--- src/rtl/pu_msp430_mpy_sequencer.sv ---
// Peripheral-bus initiator that runs one MPY/MPYS/MAC/MACS command on the MSP430 hardware multiplier.
// Optional SUMEXT readback is enabled by defining MPY_SEQ_SUMEXT_EN.
module pu_msp430_mpy_sequencer #(
  parameter logic [14:0] BASE_ADDR = 15'h0130,
  parameter int unsigned WAIT_CYC  = 1
) (
  input  logic        mclk_op1,
  input  logic        puc_rst,
  input  logic        cmd_valid,
  output logic        cmd_ready,
  input  logic [1:0]  cmd_mode,
  input  logic        cmd_clr,
  input  logic [15:0] cmd_op1,
  input  logic [15:0] cmd_op2,
  output logic        rsp_valid,
  input  logic        rsp_ready,
  output logic [15:0] rsp_lo,
  output logic [15:0] rsp_hi,
  output logic [15:0] rsp_sumext,
  output logic [13:0] per_addr,
  output logic [15:0] per_din,
  output logic        per_en,
  output logic [1:0]  per_we,
  input  logic [15:0] per_dout
);

  localparam int unsigned AW     = 14;
  localparam int unsigned DW     = 16;
  localparam int unsigned WAIT_W = 2;

  localparam logic [AW-1:0]     BASE_WORD  = BASE_ADDR[14:1];
  localparam logic [AW-1:0]     OFS_OP2    = AW'(4);
  localparam logic [AW-1:0]     OFS_RESLO  = AW'(5);
  localparam logic [AW-1:0]     OFS_RESHI  = AW'(6);
  localparam logic [AW-1:0]     OFS_SUMEXT = AW'(7);
  localparam logic [WAIT_W-1:0] WAIT_LOAD  = WAIT_W'(WAIT_CYC - 1);

  typedef enum logic [3:0] {
    S_IDLE,
    S_CLR_LO,
    S_CLR_HI,
    S_WR_OP1,
    S_WR_OP2,
    S_WAIT,
    S_RD_LO,
    S_RD_HI,
    S_RD_EXT,
    S_RESP
  } state_t;

  state_t            r_state;
  state_t            w_state_nxt;
  logic [WAIT_W-1:0] r_wait_cnt;
  logic [WAIT_W-1:0] w_wait_nxt;
  logic [1:0]        r_mode;
  logic [1:0]        w_mode_nxt;
  logic [DW-1:0]     r_op1;
  logic [DW-1:0]     w_op1_nxt;
  logic [DW-1:0]     r_op2;
  logic [DW-1:0]     w_op2_nxt;

  logic              r_cmd_ready;
  logic              w_cmd_ready_nxt;
  logic              r_rsp_valid;
  logic              w_rsp_valid_nxt;
  logic [DW-1:0]     r_rsp_lo;
  logic [DW-1:0]     w_rsp_lo_nxt;
  logic [DW-1:0]     r_rsp_hi;
  logic [DW-1:0]     w_rsp_hi_nxt;
`ifdef MPY_SEQ_SUMEXT_EN
  logic [DW-1:0]     r_rsp_ext;
  logic [DW-1:0]     w_rsp_ext_nxt;
`endif

  logic              r_per_en;
  logic              w_per_en_nxt;
  logic [1:0]        r_per_we;
  logic [1:0]        w_per_we_nxt;
  logic [AW-1:0]     r_per_addr;
  logic [AW-1:0]     w_per_addr_nxt;
  logic [DW-1:0]     r_per_din;
  logic [DW-1:0]     w_per_din_nxt;

  // Next-state, capture and read-sampling logic; bus outputs are decoded from the next state so
  // the registered bus lines up exactly with the state that owns the access.
  always_comb begin
    w_state_nxt     = r_state;
    w_wait_nxt      = r_wait_cnt;
    w_mode_nxt      = r_mode;
    w_op1_nxt       = r_op1;
    w_op2_nxt       = r_op2;
    w_rsp_lo_nxt    = r_rsp_lo;
    w_rsp_hi_nxt    = r_rsp_hi;
`ifdef MPY_SEQ_SUMEXT_EN
    w_rsp_ext_nxt   = r_rsp_ext;
`endif
    w_per_en_nxt    = 1'b0;
    w_per_we_nxt    = 2'b00;
    w_per_addr_nxt  = '0;
    w_per_din_nxt   = '0;
    w_cmd_ready_nxt = 1'b0;
    w_rsp_valid_nxt = 1'b0;

    case (r_state)
      S_IDLE: begin
        if (cmd_valid) begin
          w_mode_nxt  = cmd_mode;
          w_op1_nxt   = cmd_op1;
          w_op2_nxt   = cmd_op2;
          w_state_nxt = cmd_clr ? S_CLR_LO : S_WR_OP1;
        end
      end
      S_CLR_LO: w_state_nxt = S_CLR_HI;
      S_CLR_HI: w_state_nxt = S_WR_OP1;
      S_WR_OP1: w_state_nxt = S_WR_OP2;
      S_WR_OP2: begin
        w_wait_nxt  = WAIT_LOAD;
        w_state_nxt = S_WAIT;
      end
      S_WAIT: begin
        if (r_wait_cnt == '0) begin
          w_state_nxt = S_RD_LO;
        end else begin
          w_wait_nxt = r_wait_cnt - WAIT_W'(1);
        end
      end
      S_RD_LO: begin
        w_rsp_lo_nxt = per_dout;
        w_state_nxt  = S_RD_HI;
      end
      S_RD_HI: begin
        w_rsp_hi_nxt = per_dout;
`ifdef MPY_SEQ_SUMEXT_EN
        w_state_nxt  = S_RD_EXT;
`else
        w_state_nxt  = S_RESP;
`endif
      end
`ifdef MPY_SEQ_SUMEXT_EN
      S_RD_EXT: begin
        w_rsp_ext_nxt = per_dout;
        w_state_nxt   = S_RESP;
      end
`endif
      S_RESP: begin
        if (rsp_ready) begin
          w_state_nxt = S_IDLE;
        end
      end
      default: w_state_nxt = S_IDLE;
    endcase

    // Bus decode for the state entered on the coming edge
    case (w_state_nxt)
      S_CLR_LO: begin
        w_per_en_nxt   = 1'b1;
        w_per_we_nxt   = 2'b11;
        w_per_addr_nxt = BASE_WORD + OFS_RESLO;
      end
      S_CLR_HI: begin
        w_per_en_nxt   = 1'b1;
        w_per_we_nxt   = 2'b11;
        w_per_addr_nxt = BASE_WORD + OFS_RESHI;
      end
      S_WR_OP1: begin
        w_per_en_nxt   = 1'b1;
        w_per_we_nxt   = 2'b11;
        w_per_addr_nxt = BASE_WORD + AW'(w_mode_nxt);
        w_per_din_nxt  = w_op1_nxt;
      end
      S_WR_OP2: begin
        w_per_en_nxt   = 1'b1;
        w_per_we_nxt   = 2'b11;
        w_per_addr_nxt = BASE_WORD + OFS_OP2;
        w_per_din_nxt  = w_op2_nxt;
      end
      S_RD_LO: begin
        w_per_en_nxt   = 1'b1;
        w_per_addr_nxt = BASE_WORD + OFS_RESLO;
      end
      S_RD_HI: begin
        w_per_en_nxt   = 1'b1;
        w_per_addr_nxt = BASE_WORD + OFS_RESHI;
      end
      S_RD_EXT: begin
        w_per_en_nxt   = 1'b1;
        w_per_addr_nxt = BASE_WORD + OFS_SUMEXT;
      end
      default: begin
        w_per_en_nxt   = 1'b0;
      end
    endcase

    w_cmd_ready_nxt = (w_state_nxt == S_IDLE);
    w_rsp_valid_nxt = (w_state_nxt == S_RESP);
  end

  // State, captured command and registered outputs
  always_ff @(posedge mclk_op1 or posedge puc_rst) begin
    if (puc_rst) begin
      r_state     <= S_IDLE;
      r_wait_cnt  <= '0;
      r_mode      <= '0;
      r_op1       <= '0;
      r_op2       <= '0;
      r_cmd_ready <= 1'b1;
      r_rsp_valid <= 1'b0;
      r_rsp_lo    <= '0;
      r_rsp_hi    <= '0;
`ifdef MPY_SEQ_SUMEXT_EN
      r_rsp_ext   <= '0;
`endif
      r_per_en    <= 1'b0;
      r_per_we    <= 2'b00;
      r_per_addr  <= '0;
      r_per_din   <= '0;
    end else begin
      r_state     <= w_state_nxt;
      r_wait_cnt  <= w_wait_nxt;
      r_mode      <= w_mode_nxt;
      r_op1       <= w_op1_nxt;
      r_op2       <= w_op2_nxt;
      r_cmd_ready <= w_cmd_ready_nxt;
      r_rsp_valid <= w_rsp_valid_nxt;
      r_rsp_lo    <= w_rsp_lo_nxt;
      r_rsp_hi    <= w_rsp_hi_nxt;
`ifdef MPY_SEQ_SUMEXT_EN
      r_rsp_ext   <= w_rsp_ext_nxt;
`endif
      r_per_en    <= w_per_en_nxt;
      r_per_we    <= w_per_we_nxt;
      r_per_addr  <= w_per_addr_nxt;
      r_per_din   <= w_per_din_nxt;
    end
  end

  assign cmd_ready  = r_cmd_ready;
  assign rsp_valid  = r_rsp_valid;
  assign rsp_lo     = r_rsp_lo;
  assign rsp_hi     = r_rsp_hi;
`ifdef MPY_SEQ_SUMEXT_EN
  assign rsp_sumext = r_rsp_ext;
`else
  assign rsp_sumext = 16'h0000;
`endif
  assign per_en     = r_per_en;
  assign per_we     = r_per_we;
  assign per_addr   = r_per_addr;
  assign per_din    = r_per_din;

endmodule

--- config.mk ---
export PLATFORM = sky130hd
export DESIGN_NAME = pu_msp430_mpy_sequencer
export DESIGN_NICKNAME = d
export VERILOG_FILES = /design/src/rtl/pu_msp430_mpy_sequencer.sv
export SDC_FILE = /design/constraint.sdc
export NUM_CORES = 1
export LEC_CHECK = 0
export CAP_MARGIN = 20
export CORE_MARGIN = 2
export CORE_UTILIZATION = 46
export CTS_CLUSTER_DIAMETER = 30
export DETAILED_ROUTE_END_ITERATION = 8
export HOLD_SLACK_MARGIN = 0.12
export PLACE_DENSITY = 0.78
export SYNTH_ARGS = -nofsm -noshare
export SYNTH_HDL_FRONTEND = slang
export SYNTH_SLANG_ARGS = --single-unit
--- constraint.sdc ---
create_clock -name mclk_op1 -period 3.12 [get_ports mclk_op1]
set_input_delay 0.312 -clock mclk_op1 [delete_from_list [all_inputs] [get_ports mclk_op1]]
set_output_delay 0.312 -clock mclk_op1 [all_outputs]
set_load 0.05 [all_outputs]
==> impl_metrics.yaml, run 1 <==
clock_tree:
  numCtsBuffers: 9
  postCtsSetupBuffers: 0
  clockBufferDepth: 2
  cts_tree: "yes"
  cts_root_buf: "clkbuf_8"
  clock-sinks: 96
  clkTransAtPathRegs_ns: 0.09
  cts_resized: 0
  postCtsHoldBufs: 0
  htree_levels: 3
  insertion_delay_ns: 0.35
power:
  p_leak_nw: 2.315
  total_power_mw: 6.518
  ir_drop_mv: 0.7355
  powerDensity_mw_per_mm2: 1203
detailed_routing:
  dr.pass1.iters: 4
  wl_per_cell_um: 16.59
  routed_wl_um: 8413
  drt_first_iter_violations: 99
  remaining_drc_errors: 0
  ant_nets: 0
  vias: 2580
  vias_per_cell: 5.089
worst_setup_path:
  path_depth: 5
  slowest_delay_ns: 0.58
  end_kind: "register"
  cpMaxStageDelayCell: "dfrtp_1"
  path_buf_inv: 1
  criticalPathCategory: "register to register"
  cp-start-kind: "register"
  worstPathRequired_ns: 3.37
  rr_worst_depth: 5
  cp_data_arrival_time_ns: 2.60
  cp_cell_sequence: "nor2_4, nand3_2, buf_12, mux2_1, a32o_1"
  crit_fanout: 19
  path_delay_family: "simple AND/OR/NAND/NOR gates"
synth:
  yosysSeqAreaShare: 0.5905
  ys_ff_latch: 96
  synthesis.instances: 283
  avgSynthCellArea_um2: 14.38
  synth.distinct_cells: 49
  synth_area_leader_cell: "dfrtp_1"
  synth.top_cell.area_share: 0.5841
  ys_warn_count: 0
  synthTopCellsByArea: "dfrtp_1 58%, mux2_1 11%, mux2_2 6.9%, buf_4 5.0%, a32o_1 3.9%"
  synth_area_mm2: 0.004070
place:
  hpwl_um: 5971
  io_buffers: 113
  dp_cells: 491
  dpl-instance-area_mm2: 0.005187
  place.gp.congestion: 0.8073
finish:
  num-fill-cells: 699
  fin_util: 0.6276
  multi_input_area_mm2: 0.001440
  fin_area_mm2: 0.005420
  layout.cells.non_filler: 507
  layout-drive-gt1-share: 0.1479
  seqCellArea_mm2: 0.002404
  area_delta_synth_final_pct: 33.17
  fin_nets: 450
  diodes: 0
global_route:
  grt_pass1_wl_um: 13930
  grt_antenna_before_repair: 0
  track_usage: 0.1842
  first_global_vias: 2812
  grt_max_degree: 50
  grt-ovfl-total: 0
timing:
  tns_ns: 0
  rsz0062_at_grt: "no"
  tightest_slew_ns: 0.7217
  drv_slew: 0
  timing.slew.headroom: 0.5188
  finalCritPeriodShare: 0.7536
  setup_viol: 0
  period_minus_slack_ns: 2.351
  skew_ns: 0.01057
  hold_viol: 0
  timing.fmax_mhz: 425.3
floorplan:
  dieArea_mm2: 0.009617
  core_mm2: 0.008636
  rows: 34
  die_w_um: 98.07
  die_y_um: 98.07
  start_util: 0.4713
  io_pins: 138
hold_path:
  hold_class: "input port to async pin"
outcome:
  outcome: "completed"
flow_run:
  cap_violations: 0
[synthesized netlist by cell type, drive strengths merged]
| master | instances |
|---|---|
| o21a | 1 |
| nand3 | 2 |
| buf | 41 |
| conb | 1 |
| a211o | 1 |
| o221ai | 1 |
| dfrtp | 95 |
| or2 | 1 |
| dfstp | 1 |
| mux2 | 65 |
| nor3b | 1 |
| a21boi | 2 |
| nor3 | 4 |
| o21ai | 3 |
| clkbuf | 1 |
| a22o | 2 |
| a21oi | 4 |
| mux2i | 2 |
| nor2 | 6 |
| nor2b | 3 |
| nand2b | 2 |
| ha | 1 |
| xnor2 | 1 |
| or3 | 2 |
| inv | 5 |
| a21o | 1 |
| o2bb2ai | 1 |
| nor4 | 1 |
| and2 | 2 |
| or4b | 2 |
| nand2 | 7 |
| a32o | 16 |
| nand3b | 1 |
| a211oi | 1 |
| a221oi | 3 |
[cell type report]
cell class,count,share of cell area
well taps,108,0.02493
multi-input cells,163,0.2657
flip-flops and latches,96,0.4434
clock inverters,2,0.01108
clock buffers,14,0.03186
inverters,5,0.003693
repair buffers,119,0.2193
[kinds of logic (layout without fill, tap and decap cells)]
logic type	count (synthesis)	in the layout	share of synthesized area
flip-flops	96	96	0.5905
adder cells (fa/ha/maj)	1	1	0.003074
AND/OR/NAND/NOR	34	34	0.05779
multiplexers	67	67	0.1848
XOR/XNOR	1	1	0.002152
AO/OA/AOI/OAI	36	36	0.08393
buffers and inverters	47	140	0.07685
other	1	24	0.0009213
[cells in the final DEF (no fill, tap or decap), drive strengths merged, types with 2 or more instances in the layout]
cell	count
clkdlybuf4s50	113
dfrtp	95
mux2	65
conb	24
a32o	16
clkbuf	14
nand2	7
buf	6
nor2	6
inv	4
nor3	4
a21oi	4
nor2b	3
o21ai	3
a221oi	3
and2	2
nand2b	2
mux2i	2
or3	2
a22o	2
bufinv	2
nand3	2
or4b	2
a21boi	2
[registers in the layout, summed over array words and instances (netlist names)]
register / cells
rsp_lo: 16
per_en: 1
r_op2: 16
rsp_hi: 16
r_wait_cnt: 2
per_addr: 4
per_we: 1
per_din: 16
r_state: 4
r_op1: 16
cmd_ready: 1
rsp_valid: 1
r_mode: 2
[worst register-to-register path: stages (launching register included)]
cell,delay [ns]
dfrtp_1,0.58
nor2_4,0.25
nand3_2,0.45
buf_12,0.36
mux2_1,0.34
a32o_1,0.27
[stage by stage]
step	setup slack [ns]	hold slack (ns)
finish	0.7687	0.4386
floorplan	0.3043	0.4437
detailed placement	0.6965	0.4781
CTS	0.7254	0.4513
global placement	0.7566	0.4676
global route	0.6505	0.4951
[power by group]
part	internal [mW]	total, mW	switching, mW
logic	1.32	3.48	2.16
registers	1.82	2.12	0.306
clock network	0.519	0.915	0.396
total	3.65	6.52	2.87
[metal layers]
metal | global-route usage | share of wire
met1 | 0.2299 | 0.42
met2 | 0.2777 | 0.44
met3 | 0.09878 | 0.12
met4 | 0.05769 | 0.013
met5 | 0 | 0
[final timing paths]
kind / from / to / slack, ns
max in group asynchronous: puc_rst / r_op1[5]$_DFF_PP0_ / 2.28
worst min-delay path: puc_rst / rsp_lo[1]$_DFFE_PP0P_ / 0.44
min in group mclk_op1: rsp_lo[6]$_DFFE_PP0P_ / rsp_lo[6]$_DFFE_PP0P_ / 0.49
worst max register to register: r_state[0]$_DFF_PP0_ / per_din[7]$_DFF_PP0_ / 0.77
worst min register to register: rsp_lo[6]$_DFFE_PP0P_ / rsp_lo[6]$_DFFE_PP0P_ / 0.49
worst max-delay path: r_state[0]$_DFF_PP0_ / per_din[7]$_DFF_PP0_ / 0.77
(Power assumes the default switching activity.)
==> run 2: changes to the inputs <==
==> constraint.sdc (replaced) <==
create_clock -name mclk_op1 -period 2.2 [get_ports mclk_op1]
set_input_delay 0.22 -clock mclk_op1 [delete_from_list [all_inputs] [get_ports mclk_op1]]
set_output_delay 0.22 -clock mclk_op1 [all_outputs]
set_load 0.05 [all_outputs]
==> run 2 against run 1 <==
Effect of this change: clock skew fell by 0.0041 ns; register-to-register slack got worse by 0.58 ns; die area unchanged; via count is 0.43% higher; non-clock buffer count rose by 5; first-iteration DRC count decreased by 31%; largest power group unchanged.
==> impl_metrics.yaml, run 2 (synthesis results as in run 1) <==
detailed_routing:
  ant_nets: 0
  vias: 2591
  dr.pass1.iters: 4
  wl_per_cell_um: 15.76
  routed_wl_um: 8070
  drt_first_iter_violations: 68
  vias_per_cell: 5.061
  remaining_drc_errors: 0
clock_tree:
  htree_levels: 3
  clockBufferDepth: 2
  cts_resized: 0
  clkTransAtPathRegs_ns: 0.09
  clock-sinks: 96
  numCtsBuffers: 9
  insertion_delay_ns: 0.34
  postCtsSetupBuffers: 0
  postCtsHoldBufs: 0
  cts_root_buf: "clkbuf_8"
  cts_tree: "yes"
global_route:
  track_usage: 0.1806
  grt_antenna_before_repair: 0
  grt-ovfl-total: 0
  first_global_vias: 2782
  grt_max_degree: 97
  grt_pass1_wl_um: 13770
floorplan:
  dieArea_mm2: 0.009617
  die_y_um: 98.07
  start_util: 0.4713
  die_w_um: 98.07
  rows: 34
  core_mm2: 0.008636
  io_pins: 138
worst_setup_path:
  end_kind: "register"
  worstPathRequired_ns: 2.42
  cp-start-kind: "register"
  crit_fanout: 6
  cp_data_arrival_time_ns: 2.24
  criticalPathCategory: "register to register"
power:
  ir_drop_mv: 1.384
  powerDensity_mw_per_mm2: 1699
  p_leak_nw: 2.341
  total_power_mw: 9.293
finish:
  mostFrequentLayoutCells: "113 x clkdlybuf4s50_1, 95 x dfrtp_1, 40 x mux2_1, 25 x mux2_2, 24 x conb_1"
  layout-drive-gt1-share: 0.1634
  area_delta_synth_final_pct: 34.37
  final_common_cell: "clkdlybuf4s50_1"
  diodes: 0
  fin_nets: 455
timing:
  period_minus_slack_ns: 2.013
  timing.slew.headroom: 0.4796
  setup_viol: 0
  skew_ns: 0.006479
  whs_ns: 0.3633
  finalCritPeriodShare: 0.9151
  drv_slew: 0
  rsz0062_at_grt: "no"
  hold_viol: 0
  tightest_slew_ns: 0.7806
  tns_ns: 0
  timing.fmax_mhz: 496.7
place:
  place.gp.congestion: 0.7884
  hpwl_um: 5700
  io_buffers: 113
hold_path:
  hold_class: "input port to async pin"
flow_run:
  cap_violations: 0
outcome:
  outcome: "completed"
-- run 2: cell count changes in the layout (fill, tap and decap cells not counted) --
| cell | before | now |
|---|---|---|
| clkbuf_8 | 12 | 10 |
| clkinvlp_4 | 0 | 1 |
| clkinv_4 | 0 | 2 |
| clkbuf_1 | 2 | 0 |
| buf_4 | 5 | 9 |
| inv_6 | 0 | 1 |
| buf_12 | 1 | 2 |
-- run 2: worst paths after layout --
| check | start | endpoint | slack, ns | cells past startpoint |
|---|---|---|---|---|
| max in group asynchronous | puc_rst | cmd_ready$_DFF_PP1_ | 1.45 | 3 |
| hold / removal | puc_rst | r_op2[7]$_DFF_PP0_ | 0.36 | 3 |
| setup reg to reg | r_wait_cnt[0]$_DFFE_PP0P_ | per_addr[4]$_DFF_PP0_ | 0.19 | 7 |
| setup / recovery | r_wait_cnt[0]$_DFFE_PP0P_ | per_addr[4]$_DFF_PP0_ | 0.19 | 7 |
| hold reg to reg | rsp_lo[5]$_DFFE_PP0P_ | rsp_lo[5]$_DFFE_PP0P_ | 0.49 | 1 |
| min in group mclk_op1 | per_dout[1] | rsp_hi[1]$_DFFE_PP0P_ | 0.48 | 2 |
-- run 2: power breakdown --
group	internal (mW)	switching, mW	total, mW
Clock	0.677	0.580	1.26
Sequential	2.58	0.369	2.95
Combinational	1.96	3.13	5.09
Total	5.21	4.08	9.29
-- run 2: layout make-up --
| class | count | area, um2 |
|---|---|---|
| Tap cell | 108 | 135.1 |
| Clock inverter | 6 | 91.34 |
| Timing Repair Buffer | 124 | 1239 |
| Fill cell | 663 | 3167 |
| Clock buffer | 10 | 137.6 |
| Multi-Input combinational cell | 163 | 1440 |
| Sequential cell | 96 | 2404 |
| Inverter | 5 | 22.52 |
-- run 2: stage by stage --
| stage | cell area (um2) | cells | utilization | setup slack [ns] |
|---|---|---|---|---|
| 2_1_floorplan | 4160 | 306 | - | 0.3241 |
| 3_3_place_gp | 5218 | 493 | 0.6042 | 0.1826 |
| 3_5_place_dp | 5218 | 493 | 0.6042 | 0.1289 |
| 4_1_cts | 5446 | 509 | 0.6307 | 0.1515 |
| 5_1_grt | 5469 | 512 | 0.6333 | 0.007102 |
| 6_report | 5469 | 512 | 0.6333 | 0.1868 |
-- run 2: worst max-delay path: stages (launching register included) --
cell	delay (ns)
dfrtp_1	0.39
inv_1	0.06
ha_1	0.26
mux2i_1	0.30
a221oi_1	0.13
or3_1	0.33
a221oi_2	0.32
a21oi_1	0.12
-- run 2: metal layers --
layer / global-route usage / wire (um) / vias to the layer above
li1: - / - / 1193
met1: 0.2239 / 3359 / 1285
met2: 0.2903 / 3742 / 106
met3: 0.07659 / 894 / 7
met4: 0.05449 / 73 / 0
met5: 0 / 0 / -
==> run 3: changes to the inputs <==
--- a/config.mk
+++ b/config.mk
@@ -5,7 +5,7 @@
 export SDC_FILE = /design/constraint.sdc
 export NUM_CORES = 1
 export LEC_CHECK = 0
-export CAP_MARGIN = 20
+export CAP_MARGIN = 30
 export CORE_MARGIN = 2
 export CORE_UTILIZATION = 46
 export CTS_CLUSTER_DIAMETER = 30
==> results of run 3 <==
Final layout, timing and power as in run 2 (identical DEF).
